<file path="src/rtl/duty_ramp.sv">
// Duty slew limiter feeding the PWM stage: steps the applied duty toward the latched target.
// Optional DUTY_RAMP_BYPASS_EN adds i_bypass, which applies an accepted target in one write.
module duty_ramp #(
  parameter int WIDTH    = 16,
  parameter int DUTY_MAX = 60000,
  parameter int STEP     = 100,
  parameter int TICK_DIV = 240000,
  parameter int TICK_W   = 18
) (
  input  logic             i_clk,
  input  logic             i_rst,
  input  logic [WIDTH-1:0] i_tgt_duty,
  input  logic             i_tgt_valid,
  output logic             o_tgt_ready,
  input  logic             i_estop,
`ifdef DUTY_RAMP_BYPASS_EN
  input  logic             i_bypass,
`endif
  output logic [WIDTH-1:0] o_pwm_duty,
  output logic             o_pwm_wen,
  output logic             o_busy,
  output logic [1:0]       o_state
);

  localparam logic [1:0]        S_IDLE  = 2'd0;
  localparam logic [1:0]        S_RAMP  = 2'd1;
  localparam logic [1:0]        S_WRITE = 2'd2;
  localparam logic [WIDTH-1:0]  DMAX_N  = WIDTH'(DUTY_MAX);
  localparam logic [WIDTH-1:0]  STEP_N  = WIDTH'(STEP);
  localparam logic [WIDTH:0]    STEP_W  = (WIDTH+1)'(STEP);
  localparam logic [TICK_W-1:0] TICK_LAST = TICK_W'(TICK_DIV - 1);

  logic [1:0]        r_state, w_state_nxt;
  logic [WIDTH-1:0]  r_cur, r_tgt, r_nxt;
  logic [TICK_W-1:0] r_tick;
  logic              r_wen, r_busy;

  logic [WIDTH-1:0]  w_cur_d, w_tgt_d, w_nxt_d;
  logic [TICK_W-1:0] w_tick_d;
  logic              w_wen_d;

  logic [WIDTH-1:0]  w_clamp, w_tgt_eff, w_delta, w_step_nxt;
  logic [WIDTH:0]    w_diff;
  logic              w_ready, w_accept, w_byp, w_up, w_tick_end;
  logic              w_estop_idle0, w_estop_commit;

  // Handshake: a target transfers on any cycle where i_tgt_valid and o_tgt_ready are both high.
  assign w_ready     = ~i_rst & ~i_estop & ((r_state == S_IDLE) | (r_state == S_RAMP));
  assign o_tgt_ready = w_ready;
  assign w_accept    = i_tgt_valid & w_ready;
`ifdef DUTY_RAMP_BYPASS_EN
  assign w_byp = i_bypass;
`else
  assign w_byp = 1'b0;
`endif

  assign w_clamp    = (i_tgt_duty > DMAX_N) ? DMAX_N : i_tgt_duty;
  assign w_tgt_eff  = w_accept ? w_clamp : r_tgt;
  assign w_tick_end = (r_tick == TICK_LAST);
  assign w_up       = (w_tgt_eff > r_cur);
  assign w_diff     = w_up ? ({1'b0, w_tgt_eff} - {1'b0, r_cur})
                           : ({1'b0, r_cur} - {1'b0, w_tgt_eff});
  assign w_delta    = (w_diff > STEP_W) ? STEP_N : w_diff[WIDTH-1:0];
  assign w_step_nxt = w_up ? (r_cur + w_delta) : (r_cur - w_delta);

  // Estop with nothing to undo stays quiet; estop arriving while a zero is already pending commits it.
  assign w_estop_idle0  = (r_state == S_IDLE) && (r_cur == '0);
  assign w_estop_commit = (r_state == S_WRITE) && (r_nxt == '0);

  always_ff @(posedge i_clk) begin
    if (i_rst) r_state <= S_IDLE;
    else       r_state <= w_state_nxt;
  end

  always_comb begin
    w_state_nxt = r_state;
    if (i_estop) begin
      if (w_estop_idle0 || w_estop_commit) w_state_nxt = S_IDLE;
      else                                 w_state_nxt = S_WRITE;
    end else begin
      case (r_state)
        S_IDLE: begin
          if (w_accept && w_byp)             w_state_nxt = S_WRITE;
          else if (w_accept && w_clamp != r_cur) w_state_nxt = S_RAMP;
        end
        S_RAMP: begin
          if (w_accept && w_byp)                  w_state_nxt = S_WRITE;
          else if (w_accept && w_clamp == r_cur)  w_state_nxt = S_IDLE;
          else if (w_tick_end)                    w_state_nxt = S_WRITE;
        end
        S_WRITE: w_state_nxt = (r_nxt == r_tgt) ? S_IDLE : S_RAMP;
        default: w_state_nxt = S_IDLE;
      endcase
    end
  end

  // The strobe and new duty are registered on the edge that leaves WRITE.
  always_comb begin
    w_cur_d  = r_cur;
    w_tgt_d  = r_tgt;
    w_nxt_d  = r_nxt;
    w_tick_d = r_tick;
    w_wen_d  = 1'b0;
    if (i_estop) begin
      w_tgt_d  = '0;
      w_tick_d = '0;
      w_nxt_d  = '0;
      if (w_estop_commit) begin
        w_cur_d = '0;
        w_wen_d = 1'b1;
      end
    end else begin
      if (w_accept) w_tgt_d = w_clamp;
      case (r_state)
        S_IDLE: begin
          if (w_accept) w_tick_d = '0;
          if (w_accept && w_byp) w_nxt_d = w_clamp;
        end
        S_RAMP: begin
          if (w_accept && w_byp) begin
            w_nxt_d  = w_clamp;
            w_tick_d = '0;
          end else if (w_accept && w_clamp == r_cur) begin
            w_tick_d = '0;
          end else if (w_tick_end) begin
            w_tick_d = '0;
            w_nxt_d  = w_step_nxt;
          end else begin
            w_tick_d = r_tick + TICK_W'(1);
          end
        end
        S_WRITE: begin
          w_cur_d  = r_nxt;
          w_wen_d  = 1'b1;
          w_tick_d = '0;
        end
        default: w_tick_d = '0;
      endcase
    end
  end

  always_ff @(posedge i_clk) begin
    if (i_rst) begin
      r_cur  <= '0;
      r_tgt  <= '0;
      r_nxt  <= '0;
      r_tick <= '0;
      r_wen  <= 1'b0;
      r_busy <= 1'b0;
    end else begin
      r_cur  <= w_cur_d;
      r_tgt  <= w_tgt_d;
      r_nxt  <= w_nxt_d;
      r_tick <= w_tick_d;
      r_wen  <= w_wen_d;
      r_busy <= (r_state != S_IDLE);
    end
  end

  assign o_pwm_duty = r_cur;
  assign o_pwm_wen  = r_wen;
  assign o_busy     = r_busy;
  assign o_state    = r_state;

endmodule

</file>
<file path="config.mk">
export PLATFORM = sky130hd
export DESIGN_NAME = duty_ramp
export DESIGN_NICKNAME = d
export VERILOG_FILES = /design/src/rtl/duty_ramp.sv
export SDC_FILE = /design/constraint.sdc
export NUM_CORES = 1
export LEC_CHECK = 0
export CORE_ASPECT_RATIO = 0.75
export CORE_MARGIN = 2
export CORE_UTILIZATION = 55
export CTS_CLUSTER_SIZE = 14
export DETAILED_ROUTE_END_ITERATION = 8
export GPL_ROUTABILITY_DRIVEN = 0
export MAX_ROUTING_LAYER = met4
export PLACE_DENSITY = 0.84
export SLEW_MARGIN = 30
export SYNTH_ARGS = -nofsm -noshare
export SYNTH_HDL_FRONTEND = slang
export SYNTH_SLANG_ARGS = --single-unit
</file>
<file path="constraint.sdc">
create_clock -name i_clk -period 21.4 [get_ports i_clk]
set_clock_uncertainty 0.05 [all_clocks]
set_input_delay 3.21 -clock i_clk [delete_from_list [all_inputs] [get_ports i_clk]]
set_output_delay 3.21 -clock i_clk [all_outputs]
set_load 0.02 [all_outputs]
</file>
==> flow_summary.ini, run 1 <==
[setup_path]
cp.required_ns = 21.55
critical_path.startpoint_type = input pin
crit_path_top_delay_cell = sky130_fd_sc_hd__clkdlybuf4s50_1
worstSetupPathType = input pin to register
critPathArrivalTime_ns = 12.89
worst-path-max-fanout = 52
critical-path-top-cell-by-count = sky130_fd_sc_hd__a21oi_1
timing.critical_path.slowest_cell_delay_ns = 0.94
worst_setup_path_end_kind = register

[power]
vdd_ir_drop_max_mv = 0.06011
power_leakage_nw = 2.860
pwr_density_cell_nw_per_um2 = 62.77

[detailed_routing]
first_pass_iters = 6
via_count = 6630
drt_first_iter_violations = 959
routed_wirelength_um = 19560
vias_per_cell = 6.637
route.detailed.drc = 0
post_drt_wl_per_cell_um = 19.58
postRouteAntennaNets = 0

[floorplan]
die-height_um = 97.24
fp.dieW_um = 128.3
total_die_area_sq_um = 12480
num_io_pins = 41
core_area_sq_um = 11440
rows = 34
initial_utilization = 0.5571

[cts]
cts_sinks = 70
cts_hold_buffers = 0
ctsResizeCount = 0
cts_made_buffers = 9
tritoncts = yes
cts.clk_slew.worst_paths_ns = 0.06
postCtsSetupRepairBufs = 0
cts-htree-levels = 3
clkLatencyLatePin_ns = 0.34
max-clock-path-buffers = 2
root_buffer = sky130_fd_sc_hd__clkbuf_16

[sta]
totalNegativeSetupSlack_ns = 0
hold-worst-slack_ns = 0.4509
timing.final.crit_share = 0.5953
timing.fmax_mhz = 78.49
relSlewSlack = 0.4409
setup_repair_after_global_routing_missed_its_margin = false
period_minus_slack_ns = 12.74
setup_viol = 0
finalHoldViolations = 0
final-max-slew-violation-count = 0
worst_slew_pin_slew_ns = 0.8387

[global_routing]
grtUsageTotal = 0.3266
wire_length_of_the_first_global_routing_pass_um = 31340
grt_start_max_net_pins = 53
initial_antenna_violation_count = 0
grt.overflow.total = 0
first_global_vias = 6079

[logic_synthesis]
share_of_the_synthesized_area_in_compound_gates_ao_oa_aoi_oai = 0.2671
postSynthCellCount = 835
ys_seq_area_frac = 0.2198
synth_largest_type_area_fraction = 0.2198
most_frequent_cell_after_synthesis = sky130_fd_sc_hd__a21oi_1
synth-adder-area-share = 0.1056
synth_top_area_cell = sky130_fd_sc_hd__dfxtp_1
postSynthRegisterBits = 70
synth-xor-area-share = 0.06948
ys.flop_type = sky130_fd_sc_hd__dfxtp_1
cells_taking_the_most_area_after_synthesis = sky130_fd_sc_hd__dfxtp_1 22%, sky130_fd_sc_hd__ha_1 9.6%, sky130_fd_sc_hd__a21oi_1 7.3%
synth.mux.area_fraction = 0.02395
post_synth_most_frequent_cells = 93 x sky130_fd_sc_hd__a21oi_1, 88 x sky130_fd_sc_hd__nor2_1, 70 x sky130_fd_sc_hd__dfxtp_1, 59 x sky130_fd_sc_hd__inv_1, 54 x sky130_fd_sc_hd__nand2_1
synth-simple-area-share = 0.2461
synth_edf_count = 0
syn_avg_cell_area_sq_um = 7.635
dominant_combinational_cell_family_by_area_after_synthesis = compound AO/OA/AOI/OAI gates
synth_async_sr_flop_share = 0
post_synthesis_instance_area_sq_um = 6375
netlist-cell-type-count = 91
yosys_warnings = 0
mappedNetlistNets = 907

[hold_path]
min_path_type = register to register

[finish]
synthToLayoutAreaGrowth_pct = 11.17
antenna_cells = 0
seq_area_sq_um = 1401
multi_input_comb_area_sq_um = 4551
drive_above_1_share = 0.06082
num-nets-final = 922
fillCellCount = 981

[run_status]
outcome = completed

[placement]
post-dp-hpwl_um = 14460
buffer_ports.inserted = 40

[run]
max-cap-violations = 0
==> critical path, delay by kind of cell <==
| family | cells | cell delay, ns |
|---|---|---|
| XOR/XNOR | 2 | 0.42 |
| AND/OR/NAND/NOR | 13 | 3.17 |
| buffers and inverters | 2 | 1.03 |
| AO/OA/AOI/OAI | 15 | 3.97 |
| multiplexers | 1 | 0.13 |
| adder cells (fa/ha/maj) | 3 | 0.92 |
==> cell type report <==
type	count	area share
Multi-Input combinational cell	668	0.6421
Sequential cell	70	0.1977
Timing Repair Buffer	41	0.05756
Clock buffer	9	0.03178
Inverter	60	0.03178
Tap cell	144	0.02542
Clock inverter	7	0.01359
==> flip-flops by register name, summed over array words and instances (netlist names) <==
| name | flops |
|---|---|
| o_busy | 1 |
| o_pwm_duty | 16 |
| o_pwm_wen | 1 |
| o_state | 2 |
| r_nxt | 16 |
| r_tgt | 16 |
| r_tick | 18 |
==> kinds of logic after synthesis <==
logic type | count (synthesis)
multiplexers | 15
AND/OR/NAND/NOR | 301
AO/OA/AOI/OAI | 251
flip-flops | 70
XOR/XNOR | 49
adder cells (fa/ha/maj) | 52
buffers and inverters | 97
==> where the power goes <==
part	internal (mW)	leakage, nW	switching, mW
registers	0.131	0.564	0.000707
clock network	0.102	0.148	0.0586
logic	0.0606	2.15	0.0919
total	0.294	2.86	0.151
==> metrics by stage <==
step / total power [mW] / setup WS, ns / area, sq um / std cells / utilization
2_1_floorplan: 0.2517 / 10.51 / 6375 / 835 / -
3_3_place_gp: 0.2795 / 8.388 / 6755 / 983 / 0.5903
3_5_place_dp: 0.2818 / 8.166 / 6760 / 983 / 0.5908
4_1_cts: 0.4422 / 8.452 / 7082 / 999 / 0.6189
5_1_grt: 0.4647 / 7.938 / 7087 / 999 / 0.6193
6_report: 0.4448 / 8.660 / 7087 / 999 / 0.6193
==> metal layers <==
layer  share of wire  track usage  vias to the layer above
li1                -            -                     3067
met1            0.41       0.4436                     3083
met2            0.42       0.4448                      426
met3            0.14       0.1184                       54
met4           0.028       0.1133                        0
met5               0            -                        -
==> placed cells by master, fill, tap and decap left out, types with 4 or more instances in the layout <==
cell and count:
sky130_fd_sc_hd__clkdlybuf4s50_1 40, sky130_fd_sc_hd__or2_2 4, sky130_fd_sc_hd__ha_1 49, sky130_fd_sc_hd__a31oi_1 10, sky130_fd_sc_hd__or3_1 8, sky130_fd_sc_hd__nand2b_1 15, sky130_fd_sc_hd__o21bai_1 7, sky130_fd_sc_hd__a21oi_1 93
sky130_fd_sc_hd__and3_1 23, sky130_fd_sc_hd__dfxtp_1 70, sky130_fd_sc_hd__xnor2_1 40, sky130_fd_sc_hd__nand3_1 37, sky130_fd_sc_hd__mux2i_1 13, sky130_fd_sc_hd__o31a_1 4, sky130_fd_sc_hd__nor2b_1 6, sky130_fd_sc_hd__o21ai_0 37
sky130_fd_sc_hd__xor2_1 8, sky130_fd_sc_hd__clkbuf_16 9, sky130_fd_sc_hd__o21a_1 4, sky130_fd_sc_hd__a21o_1 12, sky130_fd_sc_hd__a21oi_2 4, sky130_fd_sc_hd__a211oi_1 6, sky130_fd_sc_hd__a311oi_1 14, sky130_fd_sc_hd__nor2_1 87
sky130_fd_sc_hd__inv_1 59, sky130_fd_sc_hd__nor4_1 12, sky130_fd_sc_hd__nor3_1 13, sky130_fd_sc_hd__nand2_1 54, sky130_fd_sc_hd__nand4_1 10
==> worst paths after layout <==
check,depth (start not counted),slack (ns),to,from
hold reg to reg,1,0.45,r_tick[3],r_tick[3]
setup / recovery,36,8.66,r_nxt[15],i_rst
setup reg to reg,33,12.64,r_nxt[15],o_state[1]
hold / removal,1,0.45,r_tick[3],r_tick[3]
Power figures use the tool's default switching activity.
==> run 2, diff against run 1 <==
--- a/config.mk
+++ b/config.mk
@@ -12,7 +12,7 @@
 export DETAILED_ROUTE_END_ITERATION = 8
 export GPL_ROUTABILITY_DRIVEN = 0
 export MAX_ROUTING_LAYER = met4
-export PLACE_DENSITY = 0.84
+export PLACE_DENSITY = 0.87
 export SLEW_MARGIN = 30
 export SYNTH_ARGS = -nofsm -noshare
 export SYNTH_HDL_FRONTEND = slang
==> constraint.sdc (replaced) <==
create_clock -name i_clk -period 11.5 [get_ports i_clk]
set_clock_uncertainty 0.05 [all_clocks]
set_input_delay 1.725 -clock i_clk [delete_from_list [all_inputs] [get_ports i_clk]]
set_output_delay 1.725 -clock i_clk [all_outputs]
set_load 0.02 [all_outputs]
==> run 2 against run 1 <==
Against the previous run:
- clock power grew 91%
- non-clock buffer count up 2
- final area up 0.37%
- sequential share of layout area is 0.073 points lower
- die area did not move
- combinational power grew 88%
- global-route usage down 1.1 points
- core utilization up 0.23 points
- setup slack worse by 7.9 ns
- via count fell by 0.27%
- worst hold slack worse by 0.0017 ns
- critical path type unchanged
- critical endpoint unchanged
==> flow_summary.ini, run 2 (synthesized netlist as in run 1, its figures left out) <==
[setup_path]
cp.required_ns = 11.65
timing.critical_path.slowest_cell_delay_ns = 0.54
critPathArrivalTime_ns = 10.92
worst-path-max-fanout = 24
worst_setup_path_end_kind = register
critical_path.startpoint_type = input pin
crit_buf_inv = 3
worstSetupPathType = input pin to register
crit_path_top_delay_cell = sky130_fd_sc_hd__ha_1
crit_family = compound AO/OA/AOI/OAI gates

[cts]
cts.clk_slew.worst_paths_ns = 0.05
cts_made_buffers = 9
ctsResizeCount = 0
cts_sinks = 70
clkLatencyLatePin_ns = 0.34
root_buffer = sky130_fd_sc_hd__clkbuf_16
cts-htree-levels = 3
postCtsSetupRepairBufs = 0
max-clock-path-buffers = 2
tritoncts = yes
cts_hold_buffers = 0

[floorplan]
core_area_sq_um = 11440
fp.dieW_um = 128.3
total_die_area_sq_um = 12480
initial_utilization = 0.5571
die-height_um = 97.24
rows = 34
num_io_pins = 41

[sta]
timing.fmax_mhz = 92.84
relSlewSlack = 0.4885
timing.final.crit_share = 0.9367
period_minus_slack_ns = 10.77
totalNegativeSetupSlack_ns = 0
worst_slack_ns = 0.7283
final-max-slew-violation-count = 0
finalHoldViolations = 0
worst_slew_pin_slew_ns = 0.7654
setup_repair_after_global_routing_missed_its_margin = false
setup_viol = 0

[power]
vdd_ir_drop_max_mv = 0.08385
power_leakage_nw = 2.886
pwr_density_cell_nw_per_um2 = 117.9

[finish]
antenna_cells = 0
synthToLayoutAreaGrowth_pct = 11.58
layout.cells.most_common_list = 93 x sky130_fd_sc_hd__a21oi_1, 87 x sky130_fd_sc_hd__nor2_1, 70 x sky130_fd_sc_hd__dfxtp_1
max_reg_flops = 18
layout.cells.most_common = sky130_fd_sc_hd__a21oi_1
largest_register = r_tick
drive_above_1_share = 0.06184
num-nets-final = 924

[detailed_routing]
via_count = 6612
route.detailed.drc = 0
postRouteAntennaNets = 0
drt_first_iter_violations = 935
first_pass_iters = 5
routed_wirelength_um = 19360
post_drt_wl_per_cell_um = 19.34
vias_per_cell = 6.605

[placement]
place_worst_setup_slack_ns = 0.6369
buffer_ports.inserted = 40
post-dp-hpwl_um = 14240

[run]
max-cap-violations = 0

[hold_path]
min_path_type = register to register

[global_routing]
grtUsageTotal = 0.3154
wire_length_of_the_first_global_routing_pass_um = 30380
first_global_vias = 5889
initial_antenna_violation_count = 0
grt.overflow.total = 0
grt_start_max_net_pins = 52

[run_status]
outcome = completed
-- run 2: per-layer routing --
metal  part of all wire  routed length [um]  GRT usage  vias up
li1                   -                   -          -     3063
met1               0.44                8456     0.4510     3083
met2               0.42                8033     0.4399      409
met3               0.12                2332    0.07654       57
met4              0.028                 533    0.08960        0
met5                  0                   0          -        -
-- run 2: worst paths after layout --
kind,start,end,slack (ns),cells past startpoint
min reg2reg,r_tick[3],r_tick[3],0.45,1
max reg2reg,o_state[1],r_nxt[15],2.64,35
max,i_rst,r_nxt[15],0.73,38
min,r_tick[3],r_tick[3],0.45,1
-- run 2: layout make-up --
type                       count  area (sq um)
timing repair buffer          43         422.9
clock buffer                  13         270.3
multi-input combinational    668          4548
fill                        1005          4330
tap                          144         180.2
inverter                      60         225.2
clock inverter                 3         65.06
sequential                    70          1401
-- run 2: worst register-to-register path: cells and delay by family, from the launching register on --
kind,cells,cell delay [ns]
XOR/XNOR,2,0.41
buffers and inverters,1,0.08
AO/OA/AOI/OAI,17,4.00
AND/OR/NAND/NOR,11,2.73
multiplexers,1,0.15
adder cells (fa/ha/maj),3,0.92
flip-flops,1,0.38
-- run 2: power breakdown --
part / internal (mW) / switching (mW)
logic: 0.114 / 0.172
clock network: 0.207 / 0.100
registers: 0.244 / 0.00135
-- run 2: per-stage QoR --
step                hold slack, ns  std cells  power, mW  area, sq um  utilization
global route                0.4770       1001     0.8725         7113       0.6216
finish                      0.4492       1001     0.8385         7113       0.6216
floorplan                   0.4049        835     0.4684         6375            -
CTS                         0.4462       1001     0.8349         7111       0.6214
detailed placement          0.4386        985     0.5271         6775       0.5921
global placement            0.4294        985     0.5238         6770       0.5916
